File: src/rtl/nco_pkg.sv
// Shared constants for the multi-channel quadrature NCO.
// Latency, dither LFSR polynomial/seed and quadrant encoding.
package nco_pkg;

  localparam int LAT = 4;

  localparam logic [15:0] LFSR_POLY = 16'hB400;
  localparam logic [15:0] LFSR_SEED = 16'hACE1;

  typedef enum logic [1:0] {
    Q0 = 2'd0,
    Q1 = 2'd1,
    Q2 = 2'd2,
    Q3 = 2'd3
  } quad_e;

  // Galois form of x^16+x^14+x^13+x^11+1
  function automatic logic [15:0] lfsr_next(
    input logic [15:0] s
  );
    return {1'b0, s[15:1]} ^ (s[0] ? LFSR_POLY : 16'h0);
  endfunction

endpackage

File: src/rtl/nco_qrom.sv
// Quarter-wave sine table, two registered read ports.
// Contents are computed at elaboration from the parameters.
module nco_qrom #(
  parameter int AW  = 10,
  parameter int MPR = 16
) (
  input  logic              clk,
  input  logic              reset_n,
  input  logic              en,
  input  logic [AW-3:0]     addr_a,
  input  logic [AW-3:0]     addr_b,
  output logic [MPR-2:0]    data_a,
  output logic [MPR-2:0]    data_b
);

  localparam int  IW  = AW - 2;
  localparam int  N   = 1 << IW;
  localparam int  DW  = MPR - 1;
  localparam real PI  = 3.14159265358979323846;
  localparam real AMP = (2.0 ** (MPR - 1)) - 1.0;

  logic [DW-1:0] tab [N];

  for (genvar k = 0; k < N; k++) begin : g_tab
    localparam real ANG =
      2.0 * PI * (real'(k) + 0.5) / (2.0 ** AW);
    localparam int VAL = $rtoi(AMP * $sin(ANG) + 0.5);
    assign tab[k] = DW'(VAL);
  end

  always_ff @(posedge clk or negedge reset_n) begin
    if (!reset_n) begin
      data_a <= '0;
      data_b <= '0;
    end else if (en) begin
      data_a <= tab[addr_a];
      data_b <= tab[addr_b];
    end
  end

endmodule

File: src/rtl/nco_mc_quad.sv
// Time-multiplexed multi-channel quadrature NCO, 4-stage pipeline.
// Optional phase dither on the truncation path: define NCO_DITHER_EN.
module nco_mc_quad
  import nco_pkg::*;
#(
  parameter int APR = 32,
  parameter int AW  = 10,
  parameter int MPR = 16,
  parameter int NCH = 4,
  localparam int CW = (NCH > 1) ? $clog2(NCH) : 1
) (
  input  logic                  clk,
  input  logic                  reset_n,
  input  logic                  clken,
  input  logic                  inc_wr,
  input  logic [CW-1:0]         inc_ch,
  input  logic [APR-1:0]        inc_data,
  input  logic                  sync_clr,
  output logic signed [MPR-1:0] sin_o,
  output logic signed [MPR-1:0] cos_o,
  output logic [CW-1:0]         ch_o,
  output logic                  out_valid
);

  localparam int IW = AW - 2;
  localparam int NS = 1 << CW;

  logic [APR-1:0] acc [NS];
  logic [APR-1:0] inc [NS];
  logic [CW-1:0]  cnt;
  logic [APR-1:0] acc_new;
  logic [AW-1:0]  ph_top;
  logic [2:0]     fcnt;

  logic [AW-1:0]  ph1;
  logic [CW-1:0]  ch1, ch2, ch3;
  logic [IW:0]    fs, fc;
  logic [IW-1:0]  addr_s, addr_c;
  logic           neg_s2, neg_c2;
  logic           neg_s3, neg_c3;
  logic [MPR-2:0] mag_s, mag_c;
  logic signed [MPR-1:0] ms, mc;

  assign acc_new = acc[cnt] + inc[cnt];

`ifdef NCO_DITHER_EN
  localparam int DW = (APR - AW < 16) ? APR - AW : 16;
  localparam logic [15:0] DMASK =
    16'((32'd1 << DW) - 32'd1);

  logic [15:0]    lfsr;
  logic [APR-1:0] ph_full;
  logic           unused_low;

  always_ff @(posedge clk or negedge reset_n) begin
    if (!reset_n) begin
      lfsr <= LFSR_SEED;
    end else if (clken) begin
      lfsr <= lfsr_next(lfsr);
    end
  end

  // dither only reaches the table address, never the accumulator
  assign ph_full    = acc_new + APR'(lfsr & DMASK);
  assign ph_top     = ph_full[APR-1 -: AW];
  assign unused_low = ^ph_full;
`else
  assign ph_top = acc_new[APR-1 -: AW];
`endif

  // stage 1: accumulate
  always_ff @(posedge clk or negedge reset_n) begin
    if (!reset_n) begin
      for (int i = 0; i < NS; i++) acc[i] <= '0;
      cnt  <= '0;
      ph1  <= '0;
      ch1  <= '0;
      fcnt <= '0;
    end else if (clken) begin
      if (sync_clr) begin
        for (int i = 0; i < NS; i++) acc[i] <= '0;
        cnt  <= '0;
        ph1  <= '0;
        ch1  <= '0;
        fcnt <= '0;
      end else begin
        acc[cnt] <= acc_new;
        cnt      <= (cnt == CW'(NCH - 1)) ? '0 : cnt + 1'b1;
        ph1      <= ph_top;
        ch1      <= cnt;
        if (fcnt != 3'(LAT)) fcnt <= fcnt + 3'd1;
      end
    end
  end

  always_ff @(posedge clk or negedge reset_n) begin
    if (!reset_n) begin
      for (int i = 0; i < NS; i++) inc[i] <= '0;
    end else if (inc_wr && (32'(inc_ch) < NCH)) begin
      inc[inc_ch] <= inc_data;
    end
  end

  // {negate, table address} for a quadrant/index pair
  function automatic logic [IW:0] fold(
    input quad_e         q,
    input logic [IW-1:0] ix
  );
    logic [IW:0] r;
    r = {1'b0, ix};
    unique case (q)
      Q0: r = {1'b0, ix};
      Q1: r = {1'b0, ~ix};
      Q2: r = {1'b1, ix};
      Q3: r = {1'b1, ~ix};
    endcase
    return r;
  endfunction

  always_comb begin
    fs = fold(quad_e'(ph1[AW-1 -: 2]), ph1[IW-1:0]);
    fc = fold(quad_e'(ph1[AW-1 -: 2] + 2'd1), ph1[IW-1:0]);
  end

  // stage 2: fold
  always_ff @(posedge clk or negedge reset_n) begin
    if (!reset_n) begin
      addr_s <= '0;
      addr_c <= '0;
      neg_s2 <= 1'b0;
      neg_c2 <= 1'b0;
      ch2    <= '0;
    end else if (clken) begin
      addr_s <= fs[IW-1:0];
      addr_c <= fc[IW-1:0];
      neg_s2 <= fs[IW];
      neg_c2 <= fc[IW];
      ch2    <= ch1;
    end
  end

  // stage 3: table read
  nco_qrom #(
    .AW  (AW),
    .MPR (MPR)
  ) u_qrom (
    .clk     (clk),
    .reset_n (reset_n),
    .en      (clken),
    .addr_a  (addr_s),
    .addr_b  (addr_c),
    .data_a  (mag_s),
    .data_b  (mag_c)
  );

  always_ff @(posedge clk or negedge reset_n) begin
    if (!reset_n) begin
      neg_s3 <= 1'b0;
      neg_c3 <= 1'b0;
      ch3    <= '0;
    end else if (clken) begin
      neg_s3 <= neg_s2;
      neg_c3 <= neg_c2;
      ch3    <= ch2;
    end
  end

  // stage 4: negate and register
  assign ms = $signed({1'b0, mag_s});
  assign mc = $signed({1'b0, mag_c});

  always_ff @(posedge clk or negedge reset_n) begin
    if (!reset_n) begin
      sin_o <= '0;
      cos_o <= '0;
      ch_o  <= '0;
    end else if (clken) begin
      sin_o <= neg_s3 ? -ms : ms;
      cos_o <= neg_c3 ? -mc : mc;
      ch_o  <= ch3;
    end
  end

  assign out_valid = clken && (fcnt == 3'(LAT));

endmodule
File: config.mk
export PLATFORM = sky130hd
export DESIGN_NAME = nco_mc_quad
export DESIGN_NICKNAME = d
export VERILOG_FILES = /design/src/rtl/nco_pkg.sv /design/src/rtl/nco_qrom.sv /design/src/rtl/nco_mc_quad.sv
export SDC_FILE = /design/constraint.sdc
export NUM_CORES = 1
export LEC_CHECK = 0
export BUFFER_PORTS_ARGS = -buffer_cell sky130_fd_sc_hd__buf_4
export CAP_MARGIN = 30
export CELL_PAD_IN_SITES_DETAIL_PLACEMENT = 1
export CELL_PAD_IN_SITES_GLOBAL_PLACEMENT = 1
export CORE_MARGIN = 5
export CORE_UTILIZATION = 36
export DETAILED_ROUTE_END_ITERATION = 8
export PLACE_DENSITY_LB_ADDON = 0.1
export SKIP_LAST_GASP = 1
export SYNTH_ARGS = -nofsm -noshare
export SYNTH_HDL_FRONTEND = slang
export SYNTH_SLANG_ARGS = --single-unit
export TNS_END_PERCENT = 10
File: constraint.sdc
create_clock -name clk -period 10.3 [get_ports clk]
set_input_delay 1.03 -clock clk [delete_from_list [all_inputs] [get_ports clk]]
set_output_delay 1.03 -clock clk [all_outputs]
set_load 0.1 [all_outputs]
==> results.toml <==
[sta]
min_period_ns = 4.55
final.setup.tns_ns = 0
slew_violations = 0
fmax_ghz = 0.220
period_share = 0.442
finalSetupViolCount = 0
hold_viol_final = 0
slew_headroom = 0.246
tightest_slew_ns = 1.13
fin_worst_skew_ns = 0.0318
rsz0062_at_grt = "no"
hold_ws_ns = 0.369

[logic_synthesis]
synth_top_area_cell = "dfrtp_1"
netlist_area_sq_mm = 0.0252
ys_types = 87
synth_common_cells = "dfrtp_1, a21oi_1, nand2_1"
yosysMostFrequentCell = "dfrtp_1"
syn_nets = 2868
yosysTopAreaCellShare = 0.358
async_reset_ff_frac = 1.00
synth_edf_count = 0
netlist_top_cells_area = "dfrtp_1, mux4_2, mux2_2, a21oi_1, o21ai_0"
ys_seq_elements = 361
postSynthAreaPerCell_sq_um = 9.16
yosys_warnings = 0
ys_seq_area_frac = 0.358
synthCells = 2753
dominantRegCellSynth = "dfrtp_1"

[die]
ios = 74
start_util = 0.361
fp-row-count = 97
core_area_sq_mm = 0.0698
dieArea_sq_mm = 0.0754
die_height_um = 275
die_w_um = 275

[finish]
seq_area_sq_mm = 0.00906
fin_nets = 2761
num-fill-cells = 7910
multi_input_area_sq_mm = 0.0149
syn_to_final_growth_pct = 9.80
drive_above_1_share = 0.181

[global_routing]
grt_pass1_vias = 22900
antenna_found_initial = 2
grt_pass1_wl_mm = 143
grt_overflow = 0
grt_max_degree = 183
grt_use_total = 0.241

[cts]
path_clk_slew_ns = 0.06
h-tree-depth = 2
numCtsBuffers = 43
insertion_delay_ns = 0.61
ctsHoldBuffers = 0
cts_tree = "yes"
cts_root_buf = "clkbuf_16"
cts.repair.resized = 0
clock_path_buffers = 3
postCtsSetupBuffers = 0
clkSinkCount = 361

[placement]
io_buffers = 73
dp_hpwl_mm = 61.5
gp_congestion = 0.962

[setup_path]
cp_data_required_time_ns = 10.77
r2r_slack_ns = 5.75
path_class = "reg -> reg"
arrival_ns = 5.02
start_kind = "flip-flop"
crit_fanout = 42
cp-end-kind = "flip-flop"

[routing]
vias = 22200
drt_iter0_markers = 1905
wl_per_cell_um = 25.6
firstDrtPassIters = 5
viasPerCell = 6.15
drc = 0
antenna_left = 0
drt_wl_total_mm = 92.7

[power]
peakVddDrop_v = 0.000189
leakage_nw = 11.3
power.density_mw_per_mm2 = 367

[run]
cap_viol_max_count = 0

[hold_path]
hp-class = "in -> async"

[run_status]
status = "completed"
sequential cells by signal, summed over array words and instances, names as in the netlist, 3 cells and up:
register       cells
acc              128
u_qrom.data_a     15
ph1               10
u_qrom.data_b     15
fcnt               3
inc              128
cos_o             16
addr_s             8
sin_o             16
addr_c             8
final cells by class:
type                       instances  share of cell area
multi-input combinational       2083               0.540
timing repair buffer             111              0.0314
clock inverter                    18             0.00841
tap                              940              0.0425
antenna                            1           0.0000904
clock buffer                      58              0.0442
sequential                       361               0.327
inverter                          46             0.00624
layer usage:
layer  GRT usage  vias to the layer above  share of wire
li1            -                    10000              -
met1       0.338                    11300           0.45
met2       0.387                      718           0.46
met3      0.0387                      153          0.059
met4      0.0677                        2          0.030
met5           0                        -        0.00014
kinds of logic after synthesis:
| kind of cell | after synthesis | synth area share |
|---|---|---|
| simple gates | 724 | 0.129 |
| compound gates | 964 | 0.251 |
| xor+xnor | 69 | 0.0255 |
| buf+inv | 309 | 0.0502 |
| mux | 250 | 0.148 |
| flops | 361 | 0.358 |
| fa+ha+maj | 76 | 0.0380 |
metrics by stage:
stage,utilization,instances,setup WS (ns),area [sq um],total power [W]
after global routing,0.397,3617,5.35,27700,0.0108
after detailed placement,0.376,3541,5.63,26200,0.00848
after global placement,0.375,3540,5.70,26200,0.00841
final,0.397,3618,5.75,27700,0.0102
after floorplan,-,2753,6.48,25200,0.00662
after CTS,0.397,3617,5.62,27700,0.0101
cells in the final DEF, fill, tap and decap left out, types with 49 or more instances in the layout:
master,count
dfrtp_1,349
nand2_1,261
ha_1,75
mux4_2,84
a31oi_1,49
nand3_1,53
buf_4,107
a21oi_1,276
a211oi_1,51
a22o_1,108
nor2_1,219
mux2_2,149
o21ai_0,210
critical path, cell delays in order, from the launching register on:
cell and delay [ns]:
dfrtp_4 0.76, buf_4 0.79, mux4_2 0.61, ha_1 0.45, nand4_1 0.18, or2_2 0.35
a2111oi_4 0.33, o31ai_2 0.14, a21oi_4 0.18, mux2i_1 0.30, nor2_2 0.10, a22o_1 0.21
where the power goes:
part | switching, W | internal [W] | total [W]
logic | 0.00416 | 0.00211 | 0.00626
clock network | 0.000645 | 0.000916 | 0.00156
registers | 0.000510 | 0.00182 | 0.00233
total | 0.00531 | 0.00484 | 0.0102
path summary, 6_finish.rpt:
check / startpoint / to / cells past startpoint
setup / recovery: cnt[0] / acc[127] / 11
max in group asynchronous: reset_n / inc[48] / 3
min in group clk: acc[58] / acc[58] / 2
setup reg to reg: cnt[0] / acc[127] / 11
hold / removal: reset_n / u_qrom.data_a[3] / 1
hold reg to reg: acc[58] / acc[58] / 2
(Power assumes the default switching activity.)
